File: src/rtl/epmp_defs.sv
// Shared EPMP definitions: fetch FSM state encoding and the default wait-state
// timeout used by the two-byte memory fetch engine.
package epmp_defs;

    typedef enum logic [2:0] {
        ST_IDLE  = 3'd0,
        ST_RD_HI = 3'd1,
        ST_LD_HI = 3'd2,
        ST_RD_LO = 3'd3,
        ST_DONE  = 3'd4
    } fetch_state_e;

    localparam int unsigned EPMP_TIMEOUT_CYC_DEF = 15;

endpackage

File: src/rtl/epmp_mem_fetch.sv
// Two-byte memory fetch: reads addr (high byte, loaded into the aux register)
// then addr+1 (low byte). Optional wait-state timeout with EPMP_FETCH_TIMEOUT_EN.
module epmp_mem_fetch
    import epmp_defs::*;
#(
    parameter int unsigned TIMEOUT_CYC = EPMP_TIMEOUT_CYC_DEF
) (
    input  logic        clk,
    input  logic        rst_n,
    input  logic        start,
    input  logic [15:0] addr,
    input  logic [7:0]  mem_d,
    input  logic        mem_rdy,
    output logic [15:0] mem_a,
    output logic        mem_rd_n,
    output logic        AuxR_Load_En,
    output logic [7:0]  D,
    output logic [7:0]  lo_data,
    output logic        busy,
    output logic        done,
    output logic        err
);

    if (TIMEOUT_CYC < 1 || TIMEOUT_CYC > 255) begin : g_bad_timeout_cyc
        $error("epmp_mem_fetch: TIMEOUT_CYC must be within 1..255");
    end

    fetch_state_e state_q, state_d;
    logic [15:0]  addr_q, addr_d;
    logic [15:0]  mem_a_q, mem_a_d;
    logic [7:0]   d_q, d_d;
    logic [7:0]   lo_q, lo_d;
    logic         rd_phase;
    logic         timeout_hit;

    assign rd_phase = (state_q == ST_RD_HI) || (state_q == ST_RD_LO);

`ifdef EPMP_FETCH_TIMEOUT_EN
    logic [7:0] wait_cnt_q, wait_cnt_d;

    // The cycle that would make the count reach TIMEOUT_CYC is the timeout cycle itself.
    assign timeout_hit = rd_phase && !mem_rdy && (wait_cnt_q == 8'(TIMEOUT_CYC - 1));

    always_comb begin
        wait_cnt_d = 8'd0;
        if (rd_phase && !mem_rdy && !timeout_hit) begin
            wait_cnt_d = wait_cnt_q + 8'd1;
        end
    end

    always_ff @(posedge clk or negedge rst_n) begin
        if (!rst_n) begin
            wait_cnt_q <= 8'd0;
        end else begin
            wait_cnt_q <= wait_cnt_d;
        end
    end
`else
    assign timeout_hit = 1'b0;
`endif

    always_ff @(posedge clk or negedge rst_n) begin
        if (!rst_n) begin
            state_q <= ST_IDLE;
            addr_q  <= 16'h0000;
            mem_a_q <= 16'h0000;
            d_q     <= 8'h00;
            lo_q    <= 8'h00;
        end else begin
            state_q <= state_d;
            addr_q  <= addr_d;
            mem_a_q <= mem_a_d;
            d_q     <= d_d;
            lo_q    <= lo_d;
        end
    end

    always_comb begin
        state_d = state_q;
        addr_d  = addr_q;
        d_d     = d_q;
        lo_d    = lo_q;
        case (state_q)
            ST_IDLE: begin
                if (start) begin
                    addr_d  = addr;
                    state_d = ST_RD_HI;
                end
            end
            ST_RD_HI: begin
                if (mem_rdy) begin
                    d_d     = mem_d;
                    state_d = ST_LD_HI;
                end else if (timeout_hit) begin
                    state_d = ST_IDLE;
                end
            end
            ST_LD_HI: state_d = ST_RD_LO;
            ST_RD_LO: begin
                if (mem_rdy) begin
                    lo_d    = mem_d;
                    state_d = ST_DONE;
                end else if (timeout_hit) begin
                    state_d = ST_IDLE;
                end
            end
            ST_DONE: state_d = ST_IDLE;
            default: state_d = ST_IDLE;
        endcase
    end

    // Outside the read states the bus keeps whatever address was last driven.
    always_comb begin
        mem_a_d = mem_a_q;
        case (state_q)
            ST_RD_HI: mem_a_d = addr_q;
            ST_RD_LO: mem_a_d = addr_q + 16'h0001;
            default:  mem_a_d = mem_a_q;
        endcase
        mem_a        = mem_a_d;
        mem_rd_n     = !rd_phase || timeout_hit;
        AuxR_Load_En = (state_q == ST_LD_HI);
        done         = (state_q == ST_DONE);
        busy         = (state_q != ST_IDLE);
        err          = timeout_hit;
    end

    assign D       = d_q;
    assign lo_data = lo_q;

endmodule
File: config.mk
export PLATFORM = sky130hd
export DESIGN_NAME = epmp_mem_fetch
export DESIGN_NICKNAME = d
export VERILOG_FILES = /design/src/rtl/epmp_defs.sv /design/src/rtl/epmp_mem_fetch.sv
export SDC_FILE = /design/constraint.sdc
export NUM_CORES = 1
export LEC_CHECK = 0
export BUFFER_PORTS_ARGS = -buffer_cell sky130_fd_sc_hd__buf_2
export CORE_ASPECT_RATIO = 0.6
export CORE_UTILIZATION = 46
export DETAILED_ROUTE_END_ITERATION = 12
export GPL_TIMING_DRIVEN = 0
export PLACE_DENSITY = 0.75
export SYNTH_ARGS = -nofsm -noshare
export SYNTH_HDL_FRONTEND = slang
export SYNTH_SLANG_ARGS = --single-unit
export TNS_END_PERCENT = 20
File: constraint.sdc
create_clock -name clk -period 1.7 [get_ports clk]
set_input_delay 0.17 -clock clk [delete_from_list [all_inputs] [get_ports clk]]
set_output_delay 0.17 -clock clk [all_outputs]
set_load 0.005 [all_outputs]
==> impl_metrics.py, run 1 <==
metrics = {
    "yosys": {
        "synth_top_cell_by_area": "dfrtp_1",
        "yosys_warnings": 0,
        "synth_top_flop_cell": "dfrtp_1",
        "syn-cell-area_sq_mm": 0.00232,
        "synth_edf_count": 0,
        "synth_cell_types": 34,
        "yosys.area.top_type_share": 0.551,
        "postSynthCellCount": 193,
        "synth-seq-cells": 51,
        "yosys-top-cells-area": "dfrtp_1, mux2_2, nand2_1, xnor2_1, o21ai_0",
        "synth_nets": 222,
        "synth-seq-area-share": 0.551,
        "syn_area_per_cell_sq_um": 12.0,
        "async_flop_share": 1.00,
    },
    "final_layout": {
        "multi_input_area_sq_mm": 0.00112,
        "finish.utilization": 0.679,
        "fin_area_sq_mm": 0.00319,
        "area_growth_pct": 37.9,
        "drive_gt1_frac": 0.572,
        "seq_area_sq_mm": 0.00129,
        "nNetsFinal": 311,
        "fill_cells": 366,
        "antennaDiodeCount": 0,
    },
    "hold_path": {
        "min_path_cells": 3,
        "hold_class": "in -> reg",
    },
    "timing": {
        "final-max-slew-violation-count": 0,
        "clock_skew_ns": 0.00550,
        "slew_headroom": 0.254,
        "fin_crit_sh": 1.11,
        "max_freq_mhz": 532,
        "rsz0062_at_grt": "true",
        "worstMarginPinSlew_ns": 1.12,
        "layout_setup_ws_ns": -0.180,
        "fin_crit_ns": 1.88,
        "setup-violations-final": 16,
        "hold_viol_final": 0,
    },
    "floorplanning": {
        "ios": 65,
        "die-area_sq_mm": 0.00533,
        "core_area_sq_mm": 0.00471,
        "rows": 19,
        "die_w_microns": 93.6,
        "start_util": 0.492,
        "die_h_microns": 57.0,
    },
    "worst_setup_path": {
        "endpoint_kind": "output pin",
        "rr_endpoint": "addr_q[6]$_DFFE_PN0P_",
        "timing.rr.start": "state_q[2]$_DFFE_PN0P_",
        "crit_type": "reg -> out",
        "cp_max_fo": 5,
        "regToRegSetupSlack_ns": -0.12,
        "crit_start": "state_q[1]$_DFFE_PN0P_",
        "crit_end": "mem_a[9]",
        "critical_path_required_ns": 1.53,
        "r2r.worst_path.cells": 5,
        "cp_data_arrival_time_ns": 1.71,
        "startpoint_type": "register",
    },
    "clocking": {
        "cts_htree_levels": 2,
        "clkLatencyLatePin_ns": 0.30,
        "cts_sinks": 51,
        "cts_made_buffers": 5,
        "tritoncts": "yes",
        "clk_path_buf_depth": 2,
        "clkTransAtPathRegs_ns": 0.09,
        "root_buffer": "clkbuf_8",
        "cts_hold_buf": 0,
    },
    "pwr": {
        "powerDensity_mw_per_mm2": 1990,
        "leakage_uw": 0.00148,
        "power_uw": 6360,
        "ir_drop_mv": 0.911,
    },
    "route": {
        "totalWireLength_mm": 5.44,
        "vias": 1774,
        "drt-pass1-iter-count": 4,
        "drc_errors": 0,
        "wl_per_cell_microns": 15.7,
        "dr.first_iter.drc_count": 62,
        "viasPerCell": 5.13,
        "ant_nets": 0,
    },
    "place": {
        "port_buffers": 63,
        "routabilityCongestion": 0.760,
        "placed_cell_area_sq_mm": 0.00271,
        "place_hpwl_mm": 3.44,
    },
    "global_routing": {
        "grt_pass1_vias": 1633,
        "grt_usage": 0.217,
        "antenna_found_initial": 0,
        "grt_pass1_wl_mm": 8.66,
        "globalRouteOverflowTotal": 0,
        "grt_max_degree": 52,
    },
    "run_status": {
        "violations": "negative setup slack",
        "status": "finished, violations left",
    },
    "run": {
        "drv_cap": 0,
    },
}
## state kept, by name (all words and copies together) (netlist names)
signal	flops
addr_q	16
mem_a_q	16
D	8
lo_data	8
state_q	3
## what timing repair did
action | 4_1_cts | 5_1_grt
setup endpoints to repair | 29 | 28
cloned | 0 | 0
pin swaps | 13 | 4
resized for setup | 53 | 15
setup buffers | 14 | 5
## final cells by class
type / count / area share
flip-flops and latches: 51 / 0.403
multi-input cells: 128 / 0.351
repair buffers: 82 / 0.154
clock buffers: 8 / 0.0313
plain buffers: 9 / 0.0298
well taps: 63 / 0.0247
inverters: 5 / 0.00588
## worst min path at each step
stage          slack, ns                     end      from
6_report            0.07  addr_q[15]$_DFFE_PN0P_  addr[15]
4_1_cts             0.07  addr_q[15]$_DFFE_PN0P_  addr[15]
3_3_place_gp        0.38  addr_q[15]$_DFFE_PN0P_  addr[15]
3_5_place_dp        0.38  addr_q[15]$_DFFE_PN0P_  addr[15]
2_1_floorplan      -0.13        D[0]$_DFFE_PN0P_     rst_n
5_1_grt             0.07  state_q[0]$_DFFE_PN0P_   mem_rdy
## worst max-delay path, stage by stage (launching register included)
cell and delay (ns):
dfrtp_1 0.38, buf_6 0.16, nand3_4 0.09, nor4_4 0.31
xnor2_1 0.13, o21ai_1 0.19, buf_2 0.15
## metal layers
layer	GRT usage	share of wire	vias to the layer above
li1	-	-	846
met4	0.0396	0.0046	0
met1	0.331	0.49	876
met2	0.322	0.45	48
met5	0	0	-
met3	0.0493	0.046	4
## cell usage after synthesis (2+ instances only)
cell / n
xor2_1: 4
o21ai_1: 3
nor2_1: 9
o21ai_0: 14
nand2b_1: 2
mux2_2: 29
xnor2_1: 10
mux2i_1: 2
clkbuf_1: 3
nand3_1: 4
buf_6: 2
nand4_1: 4
nor3_1: 2
nor4_2: 4
inv_1: 5
nand2_1: 27
dfrtp_1: 51
buf_4: 2
## stage by stage
step,cells,hold slack [ns],worst slack (ns),TNS [ns]
2_1_floorplan,193,-0.126,0.130,0
3_3_place_gp,319,0.383,-0.0356,-0.0537
3_5_place_dp,319,0.382,-0.0723,-0.251
4_1_cts,341,0.0737,-0.111,-1.22
5_1_grt,346,0.0699,-0.233,-3.48
6_report,346,0.0730,-0.180,-1.71
## cell families after synthesis
family	share of synthesized area
AO/OA/AOI/OAI	0.0437
XOR/XNOR	0.0529
adder cells (fa/ha/maj)	0.00540
buffers and inverters	0.0335
flip-flops	0.551
multiplexers	0.150
other	0.00162
AND/OR/NAND/NOR	0.163
## where the power goes
group / internal, uW / leakage, uW / switching (uW) / total, uW
combinational: 1720 / 0.000822 / 1580 / 3290
sequential: 1850 / 0.000605 / 464 / 2310
clock: 372 / 0.0000515 / 383 / 755
## placed cells by master, fill, tap and decap left out, types with 2 or more instances in the layout
cell type	count
buf_2	64
dfrtp_1	41
nand2_1	26
mux2_2	26
buf_4	13
buf_6	10
dfrtp_2	10
xnor2_1	9
o21ai_1	9
nor2_1	8
clkbuf_8	7
inv_1	5
nor4_4	5
o21ai_2	5
nand4_1	4
xor2_1	4
nand3_4	3
mux2_4	3
o21ai_0	3
nand2b_1	2
nand4_4	2
buf_8	2
mux2i_1	2
nor3_2	2
nand3_1	2
No activity file was read; power rests on OpenSTA's default activity.
==> run 2, diff against run 1 <==
- CORE_UTILIZATION: 46 -> 54
- PLACE_DENSITY: 0.75 -> 0.82
- clock period: 1.7 -> 2.2 ns (I/O delays scaled with it)
==> run 2 against run 1 <==
Compared with the run above: the run now ends clean; sequential cell count unchanged; largest cell class unchanged; clock skew hardly changed; critical path depth decreased by 1; first-iteration DRC count shrank 27%; sequential share of layout area increased by 5.2 points; largest power group unchanged; cell count is 6.4% lower; register-to-register slack improved by 0.57 ns; critical endpoint is now mem_a[1]; via count is 5.1% lower; core utilization rose by 0.17 points; die area fell by 14%.
==> impl_metrics.py, run 2 (same netlist as run 1, synthesis figures left out) <==
metrics = {
    "run_status": {
        "status": "finished clean",
    },
    "clocking": {
        "clkTransAtPathRegs_ns": 0.09,
        "root_buffer": "clkbuf_8",
        "clkLatencyLatePin_ns": 0.30,
        "cts_sinks": 51,
        "cts_htree_levels": 2,
        "tritoncts": "yes",
        "cts_made_buffers": 5,
        "clk_path_buf_depth": 2,
        "post_cts_buffers": 0,
    },
    "final_layout": {
        "layoutNonFillerInstCount": 324,
        "area_growth_pct": 21.0,
        "nNetsFinal": 292,
        "layout_common_cells": "buf_2, dfrtp_1, mux2_2, nand2_1, o21ai_0",
        "reg.largest.list": "addr_q (16), mem_a_q (16)",
        "drive_gt1_frac": 0.458,
        "fin_area_sq_mm": 0.00280,
        "final_common_cell": "buf_2",
        "antennaDiodeCount": 0,
    },
    "worst_setup_path": {
        "crit_path_cell_trace": "nand2b_1 -> buf_6 -> clkbuf_1 -> o21ai_0 -> buf_2",
        "critical_path_required_ns": 1.98,
        "cp_num_buf_inv": 3,
        "critPathTopFamily": "buffers and inverters",
        "endpoint_kind": "output pin",
        "cp_slowest_stage_delay_ns": 0.47,
        "crit_type": "reg -> out",
        "slowest_stage": "dfrtp_1",
        "startpoint_type": "register",
        "cp_data_arrival_time_ns": 1.86,
        "cp_max_fo": 10,
    },
    "route": {
        "ant_nets": 0,
        "drt-pass1-iter-count": 4,
        "drc_errors": 0,
        "wl_per_cell_microns": 14.3,
        "dr.first_iter.drc_count": 45,
        "totalWireLength_mm": 4.63,
        "vias": 1683,
        "viasPerCell": 5.19,
    },
    "pwr": {
        "ir_drop_mv": 0.764,
        "powerDensity_mw_per_mm2": 1470,
        "leakage_uw": 0.00128,
    },
    "place": {
        "placed_cell_area_sq_mm": 0.00271,
        "place_hpwl_mm": 3.47,
        "place_ws_ns": 0.391,
        "port_buffers": 63,
        "routabilityCongestion": 0.803,
        "placed_cells_incl_taps": 316,
    },
    "hold_path": {
        "hold_class": "in -> async",
    },
    "global_routing": {
        "grt_pass1_wl_mm": 7.38,
        "grt_max_degree": 52,
        "antenna_found_initial": 0,
        "grt_usage": 0.223,
        "grt_pass1_vias": 1541,
        "globalRouteOverflowTotal": 0,
    },
    "timing": {
        "setup-violations-final": 0,
        "clock_skew_ns": 0.00516,
        "slew_headroom": 0.279,
        "fin_crit_ns": 2.08,
        "fin_crit_sh": 0.943,
        "hold_viol_final": 0,
        "rsz0062_at_grt": "true",
        "max_freq_mhz": 482,
        "final-max-slew-violation-count": 0,
        "worstMarginPinSlew_ns": 1.08,
        "layout_setup_ws_ns": 0.125,
    },
    "floorplanning": {
        "die-area_sq_mm": 0.00457,
        "die_w_microns": 86.6,
        "rows": 18,
        "die_h_microns": 52.7,
        "start_util": 0.562,
        "ios": 65,
        "core_area_sq_mm": 0.00412,
    },
    "run": {
        "drv_cap": 0,
    },
}
==> run 2: changes by cell type in the layout (fill, tap and decap cells not counted), moves of 6 or more <==
cell     change
o21ai_1      -6
buf_4       -11
dfrtp_1      +9
buf_6        -8
dfrtp_2      -9
o21ai_0     +11
==> run 2: metal layers <==
metal / global-route usage / routed length, microns / vias up
met5: 0 / 0 / -
li1: - / - / 807
met3: 0.0472 / 157 / 5
met4: 0.0750 / 42 / 0
met2: 0.327 / 2140 / 35
met1: 0.331 / 2290 / 836
==> run 2: timing repair <==
action / 4_1_cts / 5_1_grt
gates resized for setup: 0 / 5
setup endpoints to repair: 0 / 9
hold buffers: 0 / 0
==> run 2: path summary, 6_finish.rpt <==
| path | start | end | slack, ns | cells past startpoint |
|---|---|---|---|---|
| max in group asynchronous | rst_n | addr_q[0]$_DFFE_PN0P_ | 1.36 | 1 |
| worst max register to register | state_q[2]$_DFFE_PN0P_ | addr_q[4]$_DFFE_PN0P_ | 0.45 | 4 |
| min in group clk | addr[15] | addr_q[15]$_DFFE_PN0P_ | 0.13 | 3 |
| worst max-delay path | state_q[2]$_DFFE_PN0P_ | mem_a[1] | 0.12 | 5 |
| worst min-delay path | rst_n | lo_data[2]$_DFFE_PN0P_ | 0.12 | 1 |
| worst min register to register | mem_a_q[11]$_DFF_PN0_ | mem_a_q[11]$_DFF_PN0_ | 0.47 | 2 |
==> run 2: area by class of cell <==
class	instances	area (sq um)
fillers	348	1320
flip-flops and latches	51	1280
multi-input cells	128	972
repair buffers	63	315
well taps	60	75.1
clock buffers	6	72.6
plain buffers	9	60.1
inverters	5	18.8
clock inverters	2	12.5
==> run 2: where the power goes <==
group          switching, uW  total [uW]  internal [uW]
Clock                    293         515            223
Combinational            925        1840            916
Sequential               360        1770           1410
==> run 2: metrics by stage <==
stage | hold slack [ns] | power (uW) | setup TNS, ns | utilization
3_3_place_gp | 0.434 | 3530 | 0 | 0.657
2_1_floorplan | -0.0756 | 2870 | 0 | -
5_1_grt | 0.133 | 4470 | -0.0212 | 0.680
6_report | 0.117 | 4130 | 0 | 0.680
4_1_cts | 0.124 | 4150 | 0 | 0.678
3_5_place_dp | 0.442 | 3630 | 0 | 0.657
==> run 3, diff against run 2 <==
- CORE_ASPECT_RATIO: 0.6 -> 1.25
==> run 3 against run 2 <==
Compared with the run above: global-route usage shrank 1.2 points; setup slack worse by 0.0084 ns; first-iteration DRC count rose by 60%; combinational power fell by 3%; critical endpoint is now mem_a[11]; highest routed layer unchanged.
==> impl_metrics.py, run 3 (same netlist as run 1, synthesis figures left out) <==
metrics = {
    "run_status": {
        "status": "finished clean",
    },
    "worst_setup_path": {
        "crit_path_cell_trace": "buf_4 -> nand4_2 -> nor4_2 -> mux2i_1 -> nand2_1 -> buf_2",
        "critical_path_required_ns": 1.98,
        "startpoint_type": "register",
        "crit_type": "reg -> out",
        "cp_data_arrival_time_ns": 1.86,
        "cp_slowest_stage_delay_ns": 0.38,
        "r2r.worst_path.cells": 4,
        "cp_max_fo": 10,
        "slowest_stage": "dfrtp_1",
        "endpoint_kind": "output pin",
    },
    "global_routing": {
        "met2_usage": 0.371,
        "grt_max_degree": 52,
        "grt_pass1_vias": 1607,
        "grt_pass1_wl_mm": 6.92,
        "grt_util_met3": 0.0704,
        "globalRouteOverflowTotal": 0,
        "grt_usage": 0.212,
        "antenna_found_initial": 0,
        "grt_use_met1": 0.226,
        "top_usage_layer": "met2",
    },
    "pwr": {
        "ir_drop_mv": 0.909,
        "powerDensity_mw_per_mm2": 1450,
        "p_int_uw": 2540,
        "leakage_uw": 0.00127,
        "p_sw_frac": 0.371,
        "combPwrFrac": 0.444,
        "power_frac_clock": 0.123,
        "p_sw_uw": 1500,
        "p_seq_frac": 0.433,
    },
    "floorplanning": {
        "die_w_microns": 60.6,
        "start_util": 0.565,
        "rows": 26,
        "ios": 65,
        "die_h_microns": 75.2,
        "core_area_sq_mm": 0.00410,
        "die-area_sq_mm": 0.00456,
    },
    "final_layout": {
        "area_growth_pct": 20.1,
        "antennaDiodeCount": 0,
        "final_common_cell": "buf_2",
        "finish.utilization": 0.679,
        "nNetsFinal": 292,
        "reg.largest.list": "addr_q (16), mem_a_q (16)",
        "drive_gt1_frac": 0.447,
        "layout_common_cells": "buf_2, dfrtp_1, mux2_2, nand2_1, o21ai_0",
    },
    "route": {
        "vias": 1661,
        "totalWireLength_mm": 4.33,
        "ant_nets": 0,
        "drc_errors": 0,
        "wl_per_cell_microns": 13.6,
        "dr.first_iter.drc_count": 72,
        "drt-pass1-iter-count": 3,
        "viasPerCell": 5.22,
    },
    "timing": {
        "setup-violations-final": 0,
        "hold_viol_final": 0,
        "clock_skew_ns": 0.00627,
        "worstMarginPinSlew_ns": 1.09,
        "rsz0062_at_grt": "false",
        "max_freq_mhz": 480,
        "fin_crit_ns": 2.08,
        "final-max-slew-violation-count": 0,
        "setup_tns_ns": 0,
        "fin_crit_sh": 0.947,
        "slew_headroom": 0.272,
    },
    "clocking": {
        "tritoncts": "yes",
        "clk_path_buf_depth": 2,
        "clkTransAtPathRegs_ns": 0.08,
        "cts_made_buffers": 5,
        "root_buffer": "clkbuf_8",
        "cts_hold_buf": 0,
        "cts_sinks": 51,
        "cts_htree_levels": 2,
        "clkLatencyLatePin_ns": 0.30,
    },
    "place": {
        "port_buffers": 63,
        "routabilityCongestion": 0.837,
        "place_hpwl_mm": 3.30,
    },
    "run": {
        "drv_cap": 0,
    },
    "hold_path": {
        "hold_class": "in -> async",
    },
}
run 3: changes by cell type in the layout (fill, tap and decap cells not counted):
cell	before	now
ha_1	0	1
clkinv_2	1	0
clkbuf_1	3	4
clkbuf_2	2	1
clkinvlp_4	1	0
ha_2	1	0
run 3: cell type report:
cell class	instances	area, sq um
Sequential cell	51	1280
Clock buffer	6	72.6
Inverter	5	18.8
Buffer	9	58.8
Timing Repair Buffer	63	315
Fill cell	349	1320
Multi-Input combinational cell	128	970
Tap cell	56	70.1
run 3: routing by layer:
metal,vias to the layer above,share of wire
li1,799,-
met5,-,0
met2,55,0.51
met4,0,0.026
met3,10,0.069
met1,797,0.39
run 3: final timing paths:
path                                   startpoint                      to  slack (ns)
max in group asynchronous                   rst_n   addr_q[0]$_DFFE_PN0P_        1.34
setup / recovery           state_q[1]$_DFFE_PN0P_               mem_a[11]        0.12
hold / removal                              rst_n    mem_a_q[0]$_DFF_PN0_        0.11
setup reg to reg           state_q[2]$_DFFE_PN0P_        D[1]$_DFFE_PN0P_        0.50
hold reg to reg             mem_a_q[11]$_DFF_PN0_   mem_a_q[11]$_DFF_PN0_        0.48
min in group clk                          mem_rdy  state_q[0]$_DFFE_PN0P_        0.13
run 3: worst max-delay path: cells and delay by family (launching register included):
family                 cells  cell delay [ns]
buffers and inverters      2             0.35
AND/OR/NAND/NOR            3             0.56
flip-flops                 1             0.38
multiplexers               1             0.28
run 3: repair_timing:
action,4_1_cts,5_1_grt
buffers inserted,0,0
endpoints found under the setup margin,0,3
gates resized for setup,0,2
hold endpoints to repair,0,0
run 3: power groups by stage:
stage	clock network (uW)	logic, uW	registers (uW)
after global placement	0	1760	1740
final	496	1790	1750
after detailed placement	0	1810	1770
after global routing	536	2010	1810
after CTS	510	1820	1750
after floorplan	0	1160	1710
run 3: per-stage QoR:
step	area [sq um]	hold slack [ns]	power (uW)	cells	setup slack [ns]
after floorplan	2320	-0.0756	2870	193	0.630
after global placement	2700	0.432	3500	312	0.437
after detailed placement	2700	0.447	3580	312	0.401
after CTS	2780	0.119	4080	318	0.0647
after global routing	2780	0.125	4360	318	0.00857
final	2780	0.106	4030	318	0.116
